<file path="config.mk">
export PLATFORM = sky130hd
export DESIGN_NAME = input_debounce_array
export DESIGN_NICKNAME = d
export VERILOG_FILES = /design/src/rtl/debounce_pkg.sv /design/src/rtl/debounce_channel.sv /design/src/rtl/input_debounce_array.sv
export SDC_FILE = /design/constraint.sdc
export NUM_CORES = 1
export LEC_CHECK = 0
export CORE_MARGIN = 2
export CORE_UTILIZATION = 50
export CTS_BUF_LIST = sky130_fd_sc_hd__clkbuf_16
export CTS_CLUSTER_SIZE = 14
export DETAILED_ROUTE_END_ITERATION = 7
export GPL_ROUTABILITY_DRIVEN = 0
export PLACE_DENSITY = 0.7
export SETUP_SLACK_MARGIN = 0.3
export SLEW_MARGIN = 20
export SYNTH_ARGS = -nofsm -noshare
export SYNTH_HDL_FRONTEND = slang
export SYNTH_HIERARCHICAL = 1
export SYNTH_SLANG_ARGS = --single-unit
export TNS_END_PERCENT = 5
</file>
<file path="constraint.sdc">
create_clock -name clk -period 2.84 [get_ports clk]
set_clock_uncertainty 0.1 [all_clocks]
set_input_delay 0.284 -clock clk [delete_from_list [all_inputs] [get_ports clk]]
set_output_delay 0.284 -clock clk [all_outputs]
set_load 0.005 [all_outputs]
</file>
<file path="src/rtl/debounce_pkg.sv">
// Shared defaults and the highest-index priority encoder for input_debounce_array.
package debounce_pkg;

  localparam int unsigned DEFAULT_DEBOUNCE_LIMIT = 1000000;
  localparam int unsigned DEFAULT_REPEAT_DELAY   = 50000000;
  localparam int unsigned DEFAULT_REPEAT_PERIOD  = 10000000;

  // Widest channel count the encoder handles; narrower users zero-extend.
  localparam int unsigned MAX_CH = 64;

  // Returns a vector with only the highest set bit of vec kept.
  function automatic logic [MAX_CH-1:0] highest_onehot(input logic [MAX_CH-1:0] vec);
    logic [MAX_CH-1:0] result;
    result = '0;
    for (int i = MAX_CH - 1; i >= 0; i--) begin
      if (vec[i] && (result == '0)) begin
        result[i] = 1'b1;
      end
    end
    return result;
  endfunction

endpackage

</file>
<file path="src/rtl/debounce_channel.sv">
// One debounced input: 2-flop synchroniser, agreement counter, edge pulses and,
// when DEBOUNCE_AUTOREPEAT_EN is defined, hold-to-repeat press generation.
module debounce_channel
  import debounce_pkg::*;
#(
  parameter int unsigned DEBOUNCE_LIMIT = DEFAULT_DEBOUNCE_LIMIT,
  parameter int unsigned REPEAT_DELAY   = DEFAULT_REPEAT_DELAY,
  parameter int unsigned REPEAT_PERIOD  = DEFAULT_REPEAT_PERIOD
) (
  input  logic clk,
  input  logic rst_n,
  input  logic raw,
  output logic stable,
  output logic rise,
  output logic fall,
  output logic press
);

  localparam int unsigned      CNT_W    = $clog2(DEBOUNCE_LIMIT + 1);
  localparam logic [CNT_W-1:0] CNT_LAST = CNT_W'(DEBOUNCE_LIMIT - 1);

  logic             sync1;
  logic             sync2;
  logic             stable_q;
  logic             rise_q;
  logic             fall_q;
  logic [CNT_W-1:0] cnt;
  logic             accept;

  // The synchronised level has disagreed long enough to be taken as the new level.
  assign accept = (sync2 != stable_q) && (cnt == CNT_LAST);

  // NOTE: every register here, the synchroniser included, is cleared by the async
  // reset so a held input must be fully re-qualified after reset is released.
  always_ff @(posedge clk or negedge rst_n) begin
    if (!rst_n) begin
      sync1    <= 1'b0;
      sync2    <= 1'b0;
      stable_q <= 1'b0;
      rise_q   <= 1'b0;
      fall_q   <= 1'b0;
      cnt      <= '0;
    end else begin
      // NOTE: non-blocking assignments let sync2 see the old sync1 on the same edge.
      sync1  <= raw;
      sync2  <= sync1;
      rise_q <= accept & sync2;
      fall_q <= accept & ~sync2;
      if ((sync2 == stable_q) || accept) begin
        cnt <= '0;
      end else begin
        cnt <= cnt + CNT_W'(1);
      end
      if (accept) begin
        stable_q <= sync2;
      end
    end
  end

  assign stable = stable_q;
  assign rise   = rise_q;
  assign fall   = fall_q;

`ifdef DEBOUNCE_AUTOREPEAT_EN
  localparam int unsigned REP_MAX = (REPEAT_DELAY > REPEAT_PERIOD) ? REPEAT_DELAY : REPEAT_PERIOD;
  localparam int unsigned REP_W   = $clog2(REP_MAX + 1);
  localparam logic [REP_W-1:0] REP_DELAY_LAST  = REP_W'(REPEAT_DELAY - 1);
  localparam logic [REP_W-1:0] REP_PERIOD_LAST = REP_W'(REPEAT_PERIOD - 1);

  logic [REP_W-1:0] rep_cnt;
  logic             rep_periodic;
  logic             rep_hit;
  logic             press_q;

  // First repeat waits the long delay, later ones the short period; a fall on
  // this edge suppresses any repeat that would coincide with it.
  assign rep_hit = stable_q && !accept &&
                   (rep_cnt == (rep_periodic ? REP_PERIOD_LAST : REP_DELAY_LAST));

  always_ff @(posedge clk or negedge rst_n) begin
    if (!rst_n) begin
      rep_cnt      <= '0;
      rep_periodic <= 1'b0;
      press_q      <= 1'b0;
    end else begin
      press_q <= (accept & sync2) | rep_hit;
      if (!stable_q || accept) begin
        rep_cnt      <= '0;
        rep_periodic <= 1'b0;
      end else if (rep_hit) begin
        rep_cnt      <= '0;
        rep_periodic <= 1'b1;
      end else begin
        rep_cnt <= rep_cnt + REP_W'(1);
      end
    end
  end

  assign press = press_q;
`else
  assign press = rise_q;
`endif

endmodule

</file>
<file path="src/rtl/input_debounce_array.sv">
// NUM_CH independent debouncers plus a highest-index one-hot summary.
// Optional hold-to-repeat on press is enabled by defining DEBOUNCE_AUTOREPEAT_EN.
module input_debounce_array
  import debounce_pkg::*;
#(
  parameter int unsigned NUM_CH         = 6,
  parameter int unsigned DEBOUNCE_LIMIT = DEFAULT_DEBOUNCE_LIMIT,
  parameter int unsigned REPEAT_DELAY   = DEFAULT_REPEAT_DELAY,
  parameter int unsigned REPEAT_PERIOD  = DEFAULT_REPEAT_PERIOD
) (
  input  logic              clk,
  input  logic              rst_n,
  input  logic [NUM_CH-1:0] raw_in,
  output logic [NUM_CH-1:0] stable,
  output logic [NUM_CH-1:0] rise,
  output logic [NUM_CH-1:0] fall,
  output logic [NUM_CH-1:0] press,
  output logic [NUM_CH-1:0] onehot,
  output logic              any_active
);

  for (genvar ch = 0; ch < NUM_CH; ch++) begin : g_ch
    debounce_channel #(
      .DEBOUNCE_LIMIT (DEBOUNCE_LIMIT),
      .REPEAT_DELAY   (REPEAT_DELAY),
      .REPEAT_PERIOD  (REPEAT_PERIOD)
    ) u_channel (
      .clk    (clk),
      .rst_n  (rst_n),
      .raw    (raw_in[ch]),
      .stable (stable[ch]),
      .rise   (rise[ch]),
      .fall   (fall[ch]),
      .press  (press[ch])
    );
  end

  logic [MAX_CH-1:0] stable_wide;
  logic [MAX_CH-1:0] onehot_wide;

  // The encoder is fixed-width; bits above NUM_CH are always zero.
  assign stable_wide = MAX_CH'(stable);
  assign onehot_wide = highest_onehot(stable_wide);
  assign onehot      = onehot_wide[NUM_CH-1:0];
  assign any_active  = |onehot_wide;

endmodule

</file>
# After elaboration in Yosys (flattened, before gate mapping)
# Index checks and enable logic that the tools add are counted.
# totals
register_bits	150
# classes
add_sub_neg	6
n_eq_ne	18
muxes	12
bitwise_logic	18
n_reduce_logical	23
# ops
cell	count
$add A20 B1 Y20 const B	6
$eq A20 B20 Y1 const B	6
$mux W20	6
$logic_not A63 Y1	1
$logic_not A62 Y1	1
$logic_not A61 Y1	1
$logic_not A60 Y1	1
$logic_not A59 Y1	1
$and A1 B1 Y1	12
$logic_and A1 B1 Y1	11
$eq A1 B1 Y1	6
$logic_or A1 B1 Y1	6
$mux W1	6
$ne A1 B1 Y1	6
$not A1 Y1	6
$reduce_or A6 Y1	1

# Longest topological paths before layout
# logic_depth
depth_word	17
mapped_depth	6
depth_no_buf	5

# Cells and area by module
# The synthesis kept the hierarchy.
# by_module_without_submodules
mod	instances	cells_each	area_per_inst_um2	seq_area_each_um2
debounce_channel	6	110	1162.4	625.6
input_debounce_array	1	9	62.6	0.0

# Worst setup path after synthesis
# OpenSTA, ideal clock, no wires.
# synth_timing
path_type	reg-to-reg
startpoint	reg g_ch[0].u_channel.cnt[12]
endpoint	reg g_ch[0].u_channel.stable_q
setup_time_ps	125
arrival_time_ps	1999
t_required_ps	2615
setup_slack_ps	616
path_stages_with_launch	5
synth_period_minus_slack_ps	2224
path_cell_list	dfrtp_1 or4_1 or4_4 or2_4 mux2_4
# synth_between
elab_chain_cells	2
# synth_lines
item	line	rtl
from (decl)	debounce_channel.sv:27	logic [CNT_W-1:0] cnt;
from (signal assigned)	debounce_channel.sv:52	cnt <= cnt + CNT_W'(1);
$eq A20 B20 Y1	debounce_channel.sv:31	assign accept = (sync2 != stable_q) && (cnt == CNT_LAST);
$logic_and A1 B1 Y1	debounce_channel.sv:31	
to (signal assigned)	debounce_channel.sv:55	stable_q <= sync2;
to (decl)	debounce_channel.sv:24	logic stable_q;
# Every way passes these cells.
# A chain may end at the register's enable or synchronous reset.

# Worst setup path in the final report
# layout_timing
startpoint	reg g_ch[4].u_channel.stable_q
endpoint	out onehot[0]
# layout_between
elab_chain_cells	14
# layout_lines
item	line	rtl
from (decl)	debounce_channel.sv:24	
from (signal assigned)	debounce_channel.sv:55	
$logic_and A1 B1 Y1 *	debounce_pkg.sv:16	if (vec[i] && (result == '0)) begin
$mux W1 *	debounce_pkg.sv:16	
$logic_not A60 Y1	debounce_pkg.sv:16	
$logic_and A1 B1 Y1	debounce_pkg.sv:16	
$mux W1	debounce_pkg.sv:16	
$logic_not A61 Y1	debounce_pkg.sv:16	
$logic_and A1 B1 Y1	debounce_pkg.sv:16	
$mux W1	debounce_pkg.sv:16	
$logic_not A62 Y1	debounce_pkg.sv:16	
$logic_and A1 B1 Y1	debounce_pkg.sv:16	
$mux W1	debounce_pkg.sv:16	
$logic_not A63 Y1 *	debounce_pkg.sv:16	
$logic_and A1 B1 Y1 *	debounce_pkg.sv:16	
$mux W1 *	debounce_pkg.sv:16	
to (decl)	input_debounce_array.sv:18	output logic [NUM_CH-1:0] onehot,
# Every way passes the cells marked *; elsewhere a longest branch is shown, timed or not.

==> run metrics <==
pre-CTS setup slack=528.0 ps; P_leak=0.003359 µW; worst-margin pin slew=707.6 ps; global-route wire length before repair=23.74 mm; Tcrit/Tclk final=87.87%; Yosys reg bits=150; crit path kind=reg2out; worst skew pair latency=420 ps; endpoint type of the worst setup path=primary output; grt ovf=0; Yosys warnings=6; Synth cell types=30; DR pass1 iterations=5; CTS H-tree lvls=4; cell row count=43; EDFF count, synth=0; Slew Limit Fails=0; Yosys top cell area share=53.34%; total CTS buffers=17; dpl cell area=between 7000 and 8000 µm²; DRT iter0 DRCs=344; Tmin final=approximately 2500 ps; die area=15040 µm²; multi-input logic area=3112 µm²; Cell Count, Final, Fillers Out=roughly 930; sequential share of the synthesized area=a little over half; Mean Syn Cell Area=approximately 11 µm²; status=finished clean; mux cell area share after synthesis=between 2 and 2.5%; WP buf/inv=1; Syn Nets=683; peak supply drop=0.4208 mV; Clock transition at path regs=around 60 ps; adder-cell area share of the yosys netlist=around 1.1%; CP Launch Type=flip-flop; Crit-path slowest cell=or4_4; Sink Count=150; n_diodes=0; worst rel slew slack=52.39%; count leader, synth=dfrtp_1; wire per inst=14.79 µm; P&R area growth vs syn=17.99%; Hold Vio Cnt, Final=0; Initial Util=50.89%; Detail Placement HPWL=~9 mm; largest net degree at the start of global routing=73; Critical Path AT=2110 ps; final setup margin=approximately 340 ps; asr flop ratio synth=100.0%; DR vias=5094; crit path max fanout=3; cell breakdown of the critical path=or4_4 > nor3b_2 > clkdlybuf4s50_1; Compound-Gate Fraction of Synth Area=under 10%; Post-Layout Inst Area=8303 µm²; CTS root buffer=clkbuf_16; share of layout cells above drive strength 1=10.07%; Cell Area, Synth=a little over 7000 µm²; top post-synthesis cells by count=dfrtp_1, nor2_1, xnor2_1; CP max stage delay=590 ps; Cells after Synth=669; worst path required time=2460 ps; Die Y=122.6 µm; Reg area=~3800 µm²; # setup viols final=0; max capacitance violation total=0; IO Count=39; Tot GR Track Use=20.09%; top cells by area, synth=dfrtp_1, xnor2_1, nor2_1; Core Region=13830 µm²; post-synth top area cell=dfrtp_1; Core Util, Final=60.05%; Vias/cell=5.507; Nets=~750; Max Clk Rate=400.7 MHz; RSZ-0062 raised after global routing=false; largest family of logic cells by synthesized area=simple AND/OR/NAND/NOR gates; pwr dens=540.6 nW/µm²; CTS tree=built; WL final=13.68 mm; vias in the first global route=5024; Worst path top cell family by delay=simple AND/OR/NAND/NOR gates; IO buf count=38; placed cell count=roughly 890; Post-Synth Simple-Gate Area=25.16%; setup tns final=0 ps; Die X=122.6 µm; Hold Path Class=in2reg; filler cell count=approximately 1100; Clock Tree Buf Depth=2; initial antenna violation count=0; Main synth FF type=dfrtp_1; post-synthesis xor/xnor area fraction=a little under an eighth; # DRC=0; antenna viol nets, final=0
## worst paths after layout
kind | slack [ps] | startpoint | depth (start not counted) | endpoint
hold / removal | 200 | raw_in[3] | 1 | g_ch[3].u_channel/sync1$_DFF_PN0_
setup reg to reg | 520 | g_ch[4].u_channel/cnt[12]$_DFF_PN0_ | 5 | g_ch[4].u_channel/cnt[12]$_DFF_PN0_
max in group asynchronous | 1470 | rst_n | 3 | g_ch[3].u_channel/stable$_DFFE_PN0P_
min in group asynchronous | 340 | rst_n | 2 | g_ch[1].u_channel/cnt[15]$_DFF_PN0_
setup / recovery | 340 | g_ch[4].u_channel/stable$_DFFE_PN0P_ | 3 | onehot[0]
hold reg to reg | 250 | g_ch[4].u_channel/sync1$_DFF_PN0_ | 0 | g_ch[4].u_channel/sync2$_DFF_PN0_
## logic make-up after synthesis
kind of cell	count (synthesis)
multiplexers	12
adder cells (fa/ha/maj)	6
AO/OA/AOI/OAI	30
flip-flops	150
XOR/XNOR	96
buffers and inverters	38
AND/OR/NAND/NOR	337
## power breakdown
part / switching (µW) / leakage (µW) / internal [µW]
Combinational: 85.1 / 0.00103 / 45.9
Sequential: 28.3 / 0.00205 / 2170
Clock: 812 / 0.000283 / 1350
Total: 926 / 0.00336 / 3560
## per-layer routing
metal / vias to the layer above / routed length, µm / part of all wire [%] / track usage, %
li1: 2482 / - / - / -
met2: 112 / 6635 / 49 / 31.60
met3: 17 / 497 / 3.6 / 4.879
met4: 0 / 227 / 1.7 / 8.405
met5: - / 0 / 0 / 0
met1: 2483 / 6318 / 46 / 26.71
## cell usage in the layout, fill, tap and decap left out, drive strengths merged, types with 7 or more instances in the layout
cell type	instances
dfrtp	150
clkinv	7
nand2	18
o221ai	12
clkbuf	17
buf	20
nor3b	14
xor2	12
or4	13
nor2	133
nor3	30
xnor2	84
and3	18
inv	27
clkdlybuf4s50	36
nand3	30
nand4	24
nor4	30
## timing repair
action                     CTS  global route
resized for setup            3             2
setup endpoints to repair    2             1
hold endpoints to repair    70             0
buffers inserted             2             0
hold buffers                 1             0
## worst register-to-register path: cells and delay by family (launching register included)
kind            cells  cell delay (ps)
simple gates        3             1110
flops               1              430
compound gates      1              320
buf+inv             1              230
## sequential cells by signal (all words and copies together), names as in the netlist
| name | cells |
|---|---|
| g_ch.u_channel/cnt | 120 |
| g_ch.u_channel/fall | 6 |
| g_ch.u_channel/press | 6 |
| g_ch.u_channel/stable | 6 |
| g_ch.u_channel/sync1 | 6 |
| g_ch.u_channel/sync2 | 6 |
## through the flow
| step | total power [µW] | hold slack (ps) |
|---|---|---|
| floorplan | 2281 | -111.6 |
| global placement | 2363 | 231.4 |
| detailed placement | 2367 | 234.7 |
| CTS | 4552 | 178.1 |
| global route | 4659 | 200.5 |
| finish | 4489 | 198.6 |
## final cells by class
cell class              count  area share (%)
multi-input cells         481           37.48
well taps                 180           2.712
clock buffers              17           5.124
flip-flops and latches    150           45.25
inverters                  25           1.130
repair buffers             58           6.570
clock inverters            14           1.733
(Power assumes the default switching activity.)
